File: src/rtl/psg_stereo_mixer.sv
// psg_stereo_mixer: time-multiplexed stereo mixer for PSG sound cards.
//
// Each sample strobe snapshots the channel samples and the per-channel
// gain/route config. It then runs one multiply-accumulate per clock over
// all channels and produces saturated left/right outputs with a one-cycle
// valid pulse.
//
// Ports:
//   clk_logic       system logic clock
//   system_reset_n  synchronous active-low reset
//   sample_stb_i    single-cycle pulse, starts a mix pass (accepted only when idle)
//   ch_data_i       packed unsigned samples, channel k at [k*IN_W +: IN_W]
//   cfg_wr_i        config write strobe
//   cfg_addr_i      channel index being written (>= NUM_CH: gain/route ignored)
//   cfg_data_i      [3:0] gain (8 = unity), [4] route L, [5] route R,
//                   [6] clear overrun, [7] clear peaks (peak build only)
//   audio_l_o/_r_o  registered mixed samples, held between passes
//   valid_o         one-cycle pulse when the audio outputs update
//   busy_o          high while a pass is in progress
//   overrun_o       sticky, a strobe arrived while busy
//   peak_l_o/_r_o   running peak of the audio outputs (PSG_MIXER_PEAK_EN only)
//
// Optional feature macro: PSG_MIXER_PEAK_EN adds the peak-hold outputs.
module psg_stereo_mixer #(
  parameter int unsigned NUM_CH = 6,
  parameter int unsigned IN_W   = 8,
  parameter int unsigned OUT_W  = 10,
  localparam int unsigned CH_W  = (NUM_CH > 1) ? $clog2(NUM_CH) : 1
) (
  input  logic                   clk_logic,
  input  logic                   system_reset_n,
  input  logic                   sample_stb_i,
  input  logic [NUM_CH*IN_W-1:0] ch_data_i,
  input  logic                   cfg_wr_i,
  input  logic [CH_W-1:0]        cfg_addr_i,
  input  logic [7:0]             cfg_data_i,
  output logic [OUT_W-1:0]       audio_l_o,
  output logic [OUT_W-1:0]       audio_r_o,
  output logic                   valid_o,
  output logic                   busy_o,
`ifdef PSG_MIXER_PEAK_EN
  output logic [OUT_W-1:0]       peak_l_o,
  output logic [OUT_W-1:0]       peak_r_o,
`endif
  output logic                   overrun_o
);

  localparam int unsigned ProdW = IN_W + 4;
  // NUM_CH <= 2^CH_W, so CH_W extra bits cover the full sum without overflow.
  localparam int unsigned AccW  = ProdW + CH_W;
  localparam int unsigned SatW  = ((AccW > OUT_W) ? AccW : OUT_W) + 1;
  localparam logic [SatW-1:0] OutMax = SatW'({OUT_W{1'b1}});

  typedef enum logic [1:0] {StIdle, StAccum, StOut} state_e;

  state_e            state_q, state_d;
  logic [CH_W-1:0]   idx_q, idx_d;
  logic [AccW-1:0]   acc_l_q, acc_l_d, acc_r_q, acc_r_d;
  logic [OUT_W-1:0]  audio_l_q, audio_l_d, audio_r_q, audio_r_d;
  logic              valid_q, valid_d;
  logic              overrun_q, overrun_d;

  // Live config.
  logic [3:0]        gain_q [NUM_CH];
  logic [3:0]        gain_d [NUM_CH];
  logic              rte_l_q [NUM_CH];
  logic              rte_l_d [NUM_CH];
  logic              rte_r_q [NUM_CH];
  logic              rte_r_d [NUM_CH];

  // Per-pass snapshot.
  logic [IN_W-1:0]   sh_data_q [NUM_CH];
  logic [IN_W-1:0]   sh_data_d [NUM_CH];
  logic [3:0]        sh_gain_q [NUM_CH];
  logic [3:0]        sh_gain_d [NUM_CH];
  logic              sh_l_q [NUM_CH];
  logic              sh_l_d [NUM_CH];
  logic              sh_r_q [NUM_CH];
  logic              sh_r_d [NUM_CH];

`ifdef PSG_MIXER_PEAK_EN
  logic [OUT_W-1:0]  peak_l_q, peak_l_d, peak_r_q, peak_r_d;
`else
  logic              unused_cfg_bit7;
  assign unused_cfg_bit7 = cfg_data_i[7];
`endif

  logic [IN_W-1:0]   cur_data;
  logic [3:0]        cur_gain;
  logic              cur_l, cur_r;
  logic [ProdW-1:0]  prod;
  logic [AccW-1:0]   sum_l, sum_r;

  function automatic logic [OUT_W-1:0] saturate(input logic [AccW-1:0] acc);
    logic [SatW-1:0] s;
    s = SatW'(acc >> 3);
    return (s > OutMax) ? {OUT_W{1'b1}} : s[OUT_W-1:0];
  endfunction

  // Channel selected by the pass index.
  always_comb begin
    cur_data = '0;
    cur_gain = '0;
    cur_l    = 1'b0;
    cur_r    = 1'b0;
    for (int k = 0; k < NUM_CH; k++) begin
      if (idx_q == CH_W'(k)) begin
        cur_data = sh_data_q[k];
        cur_gain = sh_gain_q[k];
        cur_l    = sh_l_q[k];
        cur_r    = sh_r_q[k];
      end
    end
    prod  = ProdW'(cur_data) * ProdW'(cur_gain);
    sum_l = cur_l ? acc_l_q + AccW'(prod) : acc_l_q;
    sum_r = cur_r ? acc_r_q + AccW'(prod) : acc_r_q;
  end

  always_comb begin
    state_d   = state_q;
    idx_d     = idx_q;
    acc_l_d   = acc_l_q;
    acc_r_d   = acc_r_q;
    audio_l_d = audio_l_q;
    audio_r_d = audio_r_q;
    valid_d   = 1'b0;
    overrun_d = overrun_q;
    gain_d    = gain_q;
    rte_l_d   = rte_l_q;
    rte_r_d   = rte_r_q;
    sh_data_d = sh_data_q;
    sh_gain_d = sh_gain_q;
    sh_l_d    = sh_l_q;
    sh_r_d    = sh_r_q;

    if (cfg_wr_i) begin
      for (int k = 0; k < NUM_CH; k++) begin
        if (cfg_addr_i == CH_W'(k)) begin
          gain_d[k]  = cfg_data_i[3:0];
          rte_l_d[k] = cfg_data_i[4];
          rte_r_d[k] = cfg_data_i[5];
        end
      end
      if (cfg_data_i[6]) overrun_d = 1'b0;
    end
    // Set after clear so a simultaneous overrun wins.
    if (sample_stb_i && (state_q != StIdle)) overrun_d = 1'b1;

    unique case (state_q)
      StIdle: begin
        if (sample_stb_i) begin
          // Snapshot uses the pre-write config, so a same-cycle write misses this pass.
          for (int k = 0; k < NUM_CH; k++) begin
            sh_data_d[k] = ch_data_i[k*IN_W +: IN_W];
            sh_gain_d[k] = gain_q[k];
            sh_l_d[k]    = rte_l_q[k];
            sh_r_d[k]    = rte_r_q[k];
          end
          idx_d   = '0;
          acc_l_d = '0;
          acc_r_d = '0;
          state_d = StAccum;
        end
      end
      StAccum: begin
        acc_l_d = sum_l;
        acc_r_d = sum_r;
        idx_d   = idx_q + CH_W'(1);
        if (idx_q == CH_W'(NUM_CH - 1)) begin
          // Register the result on entry to StOut so it is visible during StOut.
          audio_l_d = saturate(sum_l);
          audio_r_d = saturate(sum_r);
          valid_d   = 1'b1;
          idx_d     = '0;
          state_d   = StOut;
        end
      end
      StOut: begin
        acc_l_d = '0;
        acc_r_d = '0;
        state_d = StIdle;
      end
      default: state_d = StIdle;
    endcase
  end

`ifdef PSG_MIXER_PEAK_EN
  always_comb begin
    peak_l_d = peak_l_q;
    peak_r_d = peak_r_q;
    if (valid_q) begin
      if (audio_l_q > peak_l_q) peak_l_d = audio_l_q;
      if (audio_r_q > peak_r_q) peak_r_d = audio_r_q;
    end
    if (cfg_wr_i && cfg_data_i[7]) begin
      peak_l_d = '0;
      peak_r_d = '0;
    end
  end

  always_ff @(posedge clk_logic) begin
    if (!system_reset_n) begin
      peak_l_q <= '0;
      peak_r_q <= '0;
    end else begin
      peak_l_q <= peak_l_d;
      peak_r_q <= peak_r_d;
    end
  end

  assign peak_l_o = peak_l_q;
  assign peak_r_o = peak_r_q;
`endif

  always_ff @(posedge clk_logic) begin
    if (!system_reset_n) begin
      state_q   <= StIdle;
      idx_q     <= '0;
      acc_l_q   <= '0;
      acc_r_q   <= '0;
      audio_l_q <= '0;
      audio_r_q <= '0;
      valid_q   <= 1'b0;
      overrun_q <= 1'b0;
      for (int k = 0; k < NUM_CH; k++) begin
        gain_q[k]    <= 4'd8;
        // Small configs are mono-to-both; otherwise 0..2 left, rest right.
        rte_l_q[k]   <= (NUM_CH <= 3) || (k < 3);
        rte_r_q[k]   <= (NUM_CH <= 3) || (k >= 3);
        sh_data_q[k] <= '0;
        sh_gain_q[k] <= '0;
        sh_l_q[k]    <= 1'b0;
        sh_r_q[k]    <= 1'b0;
      end
    end else begin
      state_q   <= state_d;
      idx_q     <= idx_d;
      acc_l_q   <= acc_l_d;
      acc_r_q   <= acc_r_d;
      audio_l_q <= audio_l_d;
      audio_r_q <= audio_r_d;
      valid_q   <= valid_d;
      overrun_q <= overrun_d;
      gain_q    <= gain_d;
      rte_l_q   <= rte_l_d;
      rte_r_q   <= rte_r_d;
      sh_data_q <= sh_data_d;
      sh_gain_q <= sh_gain_d;
      sh_l_q    <= sh_l_d;
      sh_r_q    <= sh_r_d;
    end
  end

  assign audio_l_o = audio_l_q;
  assign audio_r_o = audio_r_q;
  assign valid_o   = valid_q;
  assign busy_o    = (state_q != StIdle);
  assign overrun_o = overrun_q;

endmodule
File: config.mk
export PLATFORM = sky130hd
export DESIGN_NAME = psg_stereo_mixer
export DESIGN_NICKNAME = d
export VERILOG_FILES = /design/src/rtl/psg_stereo_mixer.sv
export SDC_FILE = /design/constraint.sdc
export NUM_CORES = 1
export LEC_CHECK = 0
export ABC_AREA = 1
export BUFFER_PORTS_ARGS = -buffer_cell sky130_fd_sc_hd__buf_2
export CAP_MARGIN = 15
export CORE_ASPECT_RATIO = 1.1
export CORE_MARGIN = 2
export CORE_UTILIZATION = 55
export DETAILED_ROUTE_END_ITERATION = 10
export PLACE_DENSITY = 0.77
export SLEW_MARGIN = 30
export SYNTH_ARGS = -nofsm -noshare
export SYNTH_HDL_FRONTEND = slang
export SYNTH_SLANG_ARGS = --single-unit
File: constraint.sdc
create_clock -name clk_logic -period 5.6 [get_ports clk_logic]
set_input_delay 0.56 -clock clk_logic [delete_from_list [all_inputs] [get_ports clk_logic]]
set_output_delay 0.56 -clock clk_logic [all_outputs]
set_load 0.02 [all_outputs]
==> flow_summary.json, run 1 <==
{
  "cp_common_cell": "nand2_1",
  "syn_area_mm2": 0.009867,
  "powerDensity_mw_per_mm2": 257.4,
  "rsz0062_at_grt": "true",
  "tritoncts": "yes",
  "htree_levels": 4,
  "cp-start-kind": "register",
  "hp-start": "ch_data_i[1]",
  "fin_crit_ns": 5.548,
  "worstReg2RegStart": "idx_q[0]$_SDFFE_PN0P_",
  "routabilityCongestion": 0.9346,
  "p_int_mw": 2.234,
  "rows": 51,
  "ys_seq_area_share_pct": 35.91,
  "critPathKind": "register to register",
  "synth_edf_count": 0,
  "grtUsageTotal_pct": 27.15,
  "dp_hpwl_um": 18320,
  "yosysWarningCount": 0,
  "initial_utilization_pct": 56.02,
  "cp_data_required_time_ns": 5.92,
  "leakagePower_nw": 5.946,
  "final_cell_mix": "300 x nand2_1, 280 x nor2_1, 175 x dfxtp_1, 134 x o21ai_0, 111 x inv_1",
  "drc_errors": 0,
  "fmax_ghz": 0.1802,
  "die_h_um": 144.5,
  "syn2layout_area_growth_pct": 25.89,
  "seqPwrFrac_pct": 42.8,
  "timing.final.ws_setup_ns": 0.05194,
  "p_comb_share_pct": 20.1,
  "first_iter_violations": 560,
  "sw_frac_of_total_pct": 30.12,
  "total_power_mw": 3.197,
  "crit_fanout": 10,
  "nets": 1765,
  "final_common_cell": "nand2_1",
  "grt_overflow": 0,
  "design.core.area_mm2": 0.01761,
  "place_inst": 1851,
  "syn_area_per_cell_um2": 6.667,
  "place_ws_ns": -0.2450,
  "ctsHoldBuffers": 0,
  "vias_per_cell": 5.239,
  "report.final.hold_viol_count": 0,
  "nFillCells": 1453,
  "clk_pin_slew_ns": 0.07,
  "cts-root-buf": "clkbuf_16",
  "grt_pass1_wl_um": 42030,
  "finalMaxSlewViolations": 0,
  "drive_gt1_share_pct": 23.37,
  "status": "finished clean",
  "wirelength_um": 26500,
  "finish.utilization_pct": 70.53,
  "max_cap_viol_count": 0,
  "numCtsBuffers": 17,
  "synth-seq-cells": 177,
  "irDropWorstVdd_uv": 223.3,
  "max_slew.worst_pin.slew_ns": 0.7274,
  "power.share.clock_pct": 37.1,
  "critPathCaptureType": "register",
  "synth_flop_cell": "dfxtp_1",
  "drt-pass1-iter-count": 5,
  "switching_power_mw": 0.9631,
  "antenna_found_initial": 0,
  "synth_nets": 1600,
  "die_area_mm2": 0.01903,
  "yosysUniqueCellTypes": 42,
  "antenna_cells": 0,
  "instances_no_fill": 1894,
  "synthArstFlopShare_pct": 0,
  "grt_start_max_net_pins": 132,
  "num_io_pins": 86,
  "antenna_left": 0,
  "critPathMaxStageDelay_ns": 0.53,
  "slew_headroom_pct": 51.51,
  "cts.path.max_buffers": 2,
  "cts_sinks": 177,
  "io_buffers": 84,
  "insertion_delay_ns": 0.43,
  "crit_arrival_ns": 5.86,
  "cp_slowest_cell": "fa_1",
  "post_drt_wl_per_cell_um": 13.99,
  "grt_pass1_vias": 9091,
  "vias": 9922,
  "fp.dieW_um": 131.7,
  "finalSetupViolCount": 0,
  "period_share_pct": 99.07,
  "critPathLaunch": "idx_q[0]$_SDFFE_PN0P_",
  "synthCells": 1480,
  "skew_ns": 0.007415,
  "min_path_type": "input pin to register"
}
stage by stage:
step / TNS, ns / hold slack, ns / area (um2)
after floorplan: 0 / 0.4236 / 9868
after global placement: -0.6189 / 0.4342 / 11200
after detailed placement: -3.988 / 0.4381 / 11210
after CTS: -0.005985 / 0.3709 / 11820
after global routing: -2.288 / 0.3859 / 12420
final: 0 / 0.3762 / 12420
power groups by stage:
stage / registers, mW / clock network [mW] / logic [mW]
global route: 1.38 / 1.24 / 0.712
floorplan: 1.38 / 0 / 0.372
detailed placement: 1.39 / 0 / 0.571
global placement: 1.39 / 0 / 0.558
finish: 1.37 / 1.19 / 0.641
CTS: 1.36 / 1.19 / 0.577
worst paths after layout:
| kind | to | slack, ns | depth (start not counted) |
|---|---|---|---|
| setup / recovery | audio_l_o[0]$_SDFFE_PN0P_ | 0.05 | 36 |
| hold / removal | sh_data_q[41]$_SDFFE_PN0P_ | 0.38 | 3 |
| setup reg to reg | audio_l_o[0]$_SDFFE_PN0P_ | 0.05 | 36 |
| hold reg to reg | rte_r_q[2]$_SDFFE_PN1P_ | 0.45 | 2 |
layout make-up:
class / instances / area, um2 / area share [%]
Multi-Input combinational cell: 1103 / 6028 / 48.53
Sequential cell: 177 / 3551 / 28.59
Timing Repair Buffer: 205 / 1428 / 11.49
Inverter: 141 / 545.5 / 4.392
Clock buffer: 19 / 452.9 / 3.646
Tap cell: 238 / 297.8 / 2.397
Clock inverter: 11 / 118.9 / 0.9569
flip-flops by register name (all words and copies together) (netlist names):
signal     flops
acc_l_q       15
sh_r_q         6
audio_l_o     10
gain_q        24
overrun_o      1
sh_gain_q     24
state_q        2
audio_r_o     10
idx_q          3
acc_r_q       15
rte_r_q        6
valid_o        1
sh_data_q     48
rte_l_q        6
sh_l_q         6
critical path, delay by kind of cell, from the launching register on:
kind | cells | cell delay [ns]
buffers and inverters | 8 | 0.73
AO/OA/AOI/OAI | 5 | 0.93
XOR/XNOR | 1 | 0.13
AND/OR/NAND/NOR | 17 | 1.57
adder cells (fa/ha/maj) | 5 | 1.70
flip-flops | 1 | 0.39
cell families after synthesis:
family | Yosys count | share of synthesized area, %
flip-flops | 177 | 35.91
adder cells (fa/ha/maj) | 57 | 8.293
AND/OR/NAND/NOR | 771 | 32.34
buffers and inverters | 201 | 8.166
XOR/XNOR | 16 | 1.420
AO/OA/AOI/OAI | 258 | 13.87
metal layers:
| layer | track usage [%] | wire [um] | part of all wire (%) |
|---|---|---|---|
| met2 | 50.73 | 13640 | 51 |
| met3 | 3.821 | 1065 | 4.0 |
| met4 | 10.47 | 798 | 3.0 |
| met5 | 0 | 0 | 0 |
| met1 | 31.62 | 11000 | 42 |
cell usage after synthesis (2+ instances only):
cell type	number	share of area (%)
o21ai_1	11	0.56
a22oi_2	3	0.38
or2_2	4	0.25
clkbuf_1	39	1.5
and2_1	4	0.25
inv_2	9	0.34
o21bai_1	2	0.15
dfxtp_1	177	36
o21ai_0	142	7.2
nand4_1	10	0.63
nand3_1	94	4.8
o211ai_1	11	0.84
nand3_2	2	0.20
buf_2	9	0.46
nand3b_1	6	0.46
a22oi_1	3	0.23
a211oi_1	2	0.15
nand2_4	3	0.34
a21oi_1	80	4.1
or2_1	3	0.19
fa_1	14	2.8
nand2_2	7	0.44
nor3_1	2	0.10
xor2_1	5	0.44
ha_1	43	5.5
xnor2_1	11	0.98
buf_1	4	0.15
o21a_1	2	0.15
nand2_1	323	12
inv_1	131	5.0
nor2_1	304	12
buf_6	2	0.23
buf_4	6	0.46
nor2_2	4	0.25
what timing repair did:
action / CTS / global route
buffers inserted: 0 / 12
hold endpoints to repair: 0 / 0
pin swaps: 2 / 63
gates resized for setup: 12 / 138
endpoints found under the setup margin: 24 / 33
cloned: 0 / 1
Note: power is estimated with default switching activity, not from simulation.
==> run 2, diff against run 1 <==
- CORE_UTILIZATION: 55 -> 56
- CTS_BUF_LIST: default -> sky130_fd_sc_hd__clkbuf_2 sky130_fd_sc_hd__clkbuf_4 sky130_fd_sc_hd__clkbuf_8
- PLACE_DENSITY: 0.77 -> 0.88
==> run 2 against run 1 <==
Effect of this change: the run now ends with setup timing left; first-iteration DRC count is 27% higher; sequential cell count unchanged; utilization about the same; clock skew rose by 0.0074 ns; highest routed layer unchanged; global-route usage up 1.3 points; fmax fell by 1.7%.
==> flow_summary.json, run 2 (synthesized netlist as in run 1, its figures left out) <==
{
  "status": "complete, but fails checks",
  "violations": "setup timing",
  "final_common_cell": "nand2_1",
  "max_slew.worst_pin.slew_ns": 0.7799,
  "critPathMaxStageDelay_ns": 0.47,
  "fp.dieW_um": 130.6,
  "clk_pin_slew_ns": 0.11,
  "finalMaxSlewViolations": 0,
  "switching_power_mw": 0.9608,
  "top_layer": "met4",
  "post_drt_wl_per_cell_um": 15.32,
  "cts-root-buf": "clkbuf_8",
  "sw_frac_of_total_pct": 33.10,
  "antenna_found_initial": 0,
  "cp_data_required_time_ns": 5.99,
  "rows": 50,
  "critPathCaptureType": "register",
  "seqPwrFrac_pct": 47.1,
  "tritoncts": "yes",
  "num_io_pins": 86,
  "critPathKind": "register to register",
  "worstReg2RegStart": "idx_q[1]$_SDFFE_PN0P_",
  "htree_levels": 4,
  "grt_pass1_vias": 9441,
  "cts.path.max_buffers": 2,
  "finish.utilization_pct": 70.55,
  "antenna_left": 0,
  "numCtsBuffers": 17,
  "holdWs_ns": 0.3028,
  "top_regs": "sh_data_q (48), gain_q (24), sh_gain_q (24)",
  "antenna_cells": 0,
  "wl_met3_um": 1795,
  "drc_errors": 0,
  "top_register": "sh_data_q",
  "cp_slowest_cell": "fa_1",
  "die_area_mm2": 0.01870,
  "powerDensity_mw_per_mm2": 240.0,
  "seq_area_mm2": 0.003555,
  "r2r.worst_path.cells": 38,
  "grtUsageTotal_pct": 28.46,
  "hold_depth": 3,
  "vias": 10350,
  "insertion_delay_ns": 0.50,
  "syn2layout_area_growth_pct": 22.56,
  "design.core.area_mm2": 0.01714,
  "io_buffers": 84,
  "cp_common_cell": "nand2_1",
  "dp_hpwl_um": 18570,
  "min_to": "sh_data_q[17]$_SDFFE_PN0P_",
  "grt_pass1_wl_um": 42730,
  "slew_headroom_pct": 48.01,
  "fmax_ghz": 0.1772,
  "finalSetupViolCount": 1,
  "first_iter_violations": 709,
  "fin_crit_ns": 5.642,
  "reg2reg_slack_ns": -0.04,
  "wirelength_um": 28680,
  "max_cap_viol_count": 0,
  "tns_ns": -0.04195,
  "skew_ns": 0.01482,
  "nFillCells": 1304,
  "irDropWorstVdd_uv": 168.0,
  "routabilityCongestion": 0.9590,
  "nets": 1746,
  "wl_met1_um": 11080,
  "drt-pass1-iter-count": 6,
  "initial_utilization_pct": 57.56,
  "p_comb_share_pct": 22.5,
  "drive_gt1_share_pct": 22.53,
  "hp-start": "ch_data_i[25]",
  "grt_overflow": 0,
  "die_h_um": 143.2,
  "largest_register_ffs": 48,
  "place_ws_ns": -0.1912,
  "wl_met2_um": 14440,
  "report.final.hold_viol_count": 0,
  "period_share_pct": 100.7,
  "min_path_type": "input pin to register",
  "cts_sinks": 177,
  "cp-start-kind": "register",
  "power.share.clock_pct": 30.4,
  "crit_arrival_ns": 6.03,
  "total_power_mw": 2.903,
  "leakagePower_nw": 5.762,
  "vias_per_cell": 5.530,
  "timing.final.ws_setup_ns": -0.04195,
  "crit_fanout": 10,
  "r2r-end": "audio_r_o[5]$_SDFFE_PN0P_",
  "p_int_mw": 1.942,
  "final_cell_mix": "302 x nand2_1, 280 x nor2_1, 174 x dfxtp_1, 135 x o21ai_0, 113 x inv_1",
  "grt_start_max_net_pins": 93,
  "multi_input_area_mm2": 0.006090
}
-- run 2: changes by cell type in the layout (fill, tap and decap cells not counted), moves of 3 or more --
cell and delta:
buf_4 -17, clkbuf_16 -17, clkbuf_8 +15, nor2_2 -4
nor2_4 +4, nand3_1 -3, nand3_2 +3
-- run 2: final cells by class --
type,count,share of cell area (%)
multi-input combinational,1104,50.36
tap,234,2.421
clock inverter,13,1.045
inverter,141,4.490
sequential,177,29.39
timing repair buffer,185,10.29
clock buffer,18,1.997
-- run 2: power by group through the flow --
stage	registers [mW]	clock network (mW)	logic (mW)
final	1.37	0.881	0.654
after floorplan	1.38	0	0.372
after CTS	1.36	0.871	0.565
after global routing	1.37	0.923	0.716
after detailed placement	1.39	0	0.557
after global placement	1.39	0	0.537
-- run 2: per-layer routing --
| metal | global-route usage [%] | vias up |
|---|---|---|
| met5 | 0 | - |
| met4 | 12.26 | 0 |
| met3 | 4.721 | 109 |
| met2 | 51.45 | 473 |
| met1 | 32.82 | 4745 |
| li1 | - | 5026 |
-- run 2: metrics by stage --
step,area (um2),cells
floorplan,9868,1480
global placement,11010,1825
detailed placement,11010,1825
CTS,11440,1859
global route,12090,1872
finish,12090,1872
-- run 2: critical path, delay by kind of cell (launching register included) --
kind,cells,cell delay [ns]
fa+ha+maj,4,1.38
xor+xnor,1,0.08
buf+inv,6,0.76
flops,1,0.39
compound gates,4,0.64
simple gates,23,2.25
-- run 2: how the worst max path moves through the flow --
| stage | start | to | cells past startpoint |
|---|---|---|---|
| floorplan | idx_q[2]$_SDFFE_PN0P_ | audio_r_o[0]$_SDFFE_PN0P_ | 40 |
| CTS | idx_q[0]$_SDFFE_PN0P_ | audio_l_o[8]$_SDFFE_PN0P_ | 37 |
| detailed placement | idx_q[1]$_SDFFE_PN0P_ | audio_l_o[8]$_SDFFE_PN0P_ | 36 |
| global route | idx_q[0]$_SDFFE_PN0P_ | audio_r_o[5]$_SDFFE_PN0P_ | 38 |
| global placement | idx_q[1]$_SDFFE_PN0P_ | audio_l_o[9]$_SDFFE_PN0P_ | 38 |
| finish | idx_q[1]$_SDFFE_PN0P_ | audio_r_o[5]$_SDFFE_PN0P_ | 38 |
-- run 2: repair_timing --
action / 4_1_cts / 5_1_grt
buffers inserted: 3 / 10
resized for setup: 15 / 138
pin swaps: 1 / 59
hold buffers: 0 / 0
setup endpoints to repair: 25 / 35
cloned: 0 / 3
==> run 3, diff against run 2 <==
- CORE_ASPECT_RATIO: 1.1 -> default
==> run 3 against run 2 <==
Effect of this change: the flow still finishes with violations (setup timing); fmax fell by 0.92%; non-clock buffer count rose by 5; cell count is essentially flat; critical endpoint unchanged; largest cell class unchanged.
==> flow_summary.json, run 3 (synthesized netlist as in run 1, its figures left out) <==
{
  "status": "complete, but fails checks",
  "violations": "setup timing",
  "grt_start_max_net_pins": 141,
  "fin_crit_ns": 5.694,
  "insertion_delay_ns": 0.49,
  "top_register": "sh_data_q",
  "finalMaxSlewViolations": 0,
  "nFillCells": 1214,
  "routabilityCongestion": 0.9655,
  "wirelength_um": 28660,
  "io_buffers": 84,
  "reg2reg_slack_ns": -0.09,
  "final_cell_mix": "304 x nand2_1, 288 x nor2_1, 174 x dfxtp_1, 138 x o21ai_0, 115 x inv_1",
  "drc_errors": 0,
  "crit_fanout": 6,
  "vias_per_cell": 5.595,
  "grtUsageTotal_pct": 28.05,
  "drt-pass1-iter-count": 8,
  "grt_overflow": 0,
  "htree_levels": 4,
  "final_common_cell": "nand2_1",
  "antenna_left": 0,
  "min_path_type": "input pin to register",
  "cts.path.max_buffers": 2,
  "timing.final.ws_setup_ns": -0.09408,
  "grt_pass1_wl_um": 42160,
  "irDropWorstVdd_uv": 209.3,
  "top_regs": "sh_data_q (48), gain_q (24), sh_gain_q (24)",
  "skew_ns": 0.01275,
  "dp_hpwl_um": 17920,
  "max_cap_viol_count": 0,
  "placed_area_mm2": 0.01098,
  "tritoncts": "yes",
  "numCtsBuffers": 17,
  "cp_common_cell": "nand2_1",
  "antenna_found_initial": 0,
  "fmax_ghz": 0.1756,
  "design.core.area_mm2": 0.01724,
  "rows": 48,
  "cts-root-buf": "clkbuf_8",
  "critPathKind": "register to register",
  "clk_pin_slew_ns": 0.10,
  "finalSetupViolCount": 20,
  "finish.utilization_pct": 70.11,
  "first_iter_violations": 894,
  "die_area_mm2": 0.01870,
  "slew_headroom_pct": 46.23,
  "crit_arrival_ns": 6.08,
  "die_h_um": 136.7,
  "ctsHoldBuffers": 0,
  "powerDensity_mw_per_mm2": 245.1,
  "drive_gt1_share_pct": 21.69,
  "cp-start-kind": "register",
  "vias": 10470,
  "grt_pass1_vias": 9443,
  "critPathCaptureType": "register",
  "critPathMaxStageDelay_ns": 0.51,
  "post-route-cell-area_mm2": 0.01209,
  "antenna_cells": 0,
  "syn2layout_area_growth_pct": 22.48,
  "period_share_pct": 101.7,
  "r2r.worst_path.cells": 37,
  "num_io_pins": 86,
  "cts_sinks": 177,
  "max_slew.worst_pin.slew_ns": 0.8066,
  "initial_utilization_pct": 57.24,
  "nets": 1753,
  "leakagePower_nw": 5.752,
  "report.final.hold_viol_count": 0,
  "hold_depth": 3,
  "post_drt_wl_per_cell_um": 15.32,
  "largest_register_ffs": 48,
  "cp_slowest_cell": "fa_1",
  "cp_data_required_time_ns": 5.98,
  "fp.dieW_um": 136.7
}
## run 3: changes by cell type in the layout (fill, tap and decap cells not counted), moves of 4 or more
cell     previous run  this run
a21oi_2            14         9
nand3_1            84        88
buf_4              92        96
nor2_1            280       288
a21oi_1            65        69
nand3_2            12         8
nor2_4             10         6
## run 3: routing by layer
metal  wire length [um]  GRT usage, %  share of wire (%)  up-vias
met5                  0             0                  0        -
met2              14340         49.25                 50      479
met3               1931         4.333                6.7      122
li1                   -             -                  -     5051
met4               1272         13.72                4.4        0
met1              11110         33.29                 39     4816
## run 3: timing repair
item,4_1_cts,5_1_grt
buffers inserted,0,19
endpoints found under the hold margin,0,0
pin swaps,0,54
endpoints found under the setup margin,28,34
gates resized for setup,17,109
cloned,0,5
## run 3: worst paths after layout
check,from,endpoint
setup / recovery,idx_q[1]$_SDFFE_PN0P_,audio_r_o[5]$_SDFFE_PN0P_
hold / removal,ch_data_i[1],sh_data_q[41]$_SDFFE_PN0P_
setup reg to reg,idx_q[1]$_SDFFE_PN0P_,audio_r_o[5]$_SDFFE_PN0P_
hold reg to reg,sh_gain_q[6]$_SDFFE_PN0P_,sh_gain_q[6]$_SDFFE_PN0P_
## run 3: area by class of cell
| cell class | count | area [um2] | share of cell area (%) |
|---|---|---|---|
| Clock buffer | 18 | 241.5 | 1.998 |
| Clock inverter | 14 | 175.2 | 1.449 |
| Inverter | 141 | 548.0 | 4.535 |
| Multi-Input combinational cell | 1105 | 6008 | 49.72 |
| Sequential cell | 177 | 3552 | 29.39 |
| Tap cell | 225 | 281.5 | 2.329 |
| Timing Repair Buffer | 190 | 1271 | 10.52 |
| Timing Repair inverter | 1 | 7.507 | 0.06212 |
## run 3: worst max-delay path: cells and delay by family (launching register included)
family / cells / cell delay, ns
AND/OR/NAND/NOR: 23 / 1.99
XOR/XNOR: 1 / 0.20
buffers and inverters: 5 / 0.55
AO/OA/AOI/OAI: 4 / 0.75
adder cells (fa/ha/maj): 4 / 1.68
flip-flops: 1 / 0.40
## run 3: per-stage QoR
stage               power (mW)  setup TNS [ns]  hold WS (ns)  std cells  setup WS [ns]
finish                   2.962         -0.9627        0.3133       1871       -0.09408
global placement         1.922          -1.173        0.4322       1815       -0.07709
floorplan                1.755               0        0.4236       1480        0.09713
detailed placement       1.945          -3.965        0.4384       1815        -0.2389
global route             3.088          -7.969        0.3173       1871        -0.3510
CTS                      2.871               0        0.2992       1847        0.01942
## run 3: power by group
part	total, mW	leakage (nW)	switching [mW]	internal [mW]
logic	0.649	4.10	0.396	0.253
clock network	0.944	0.199	0.526	0.418
registers	1.37	1.45	0.0431	1.33
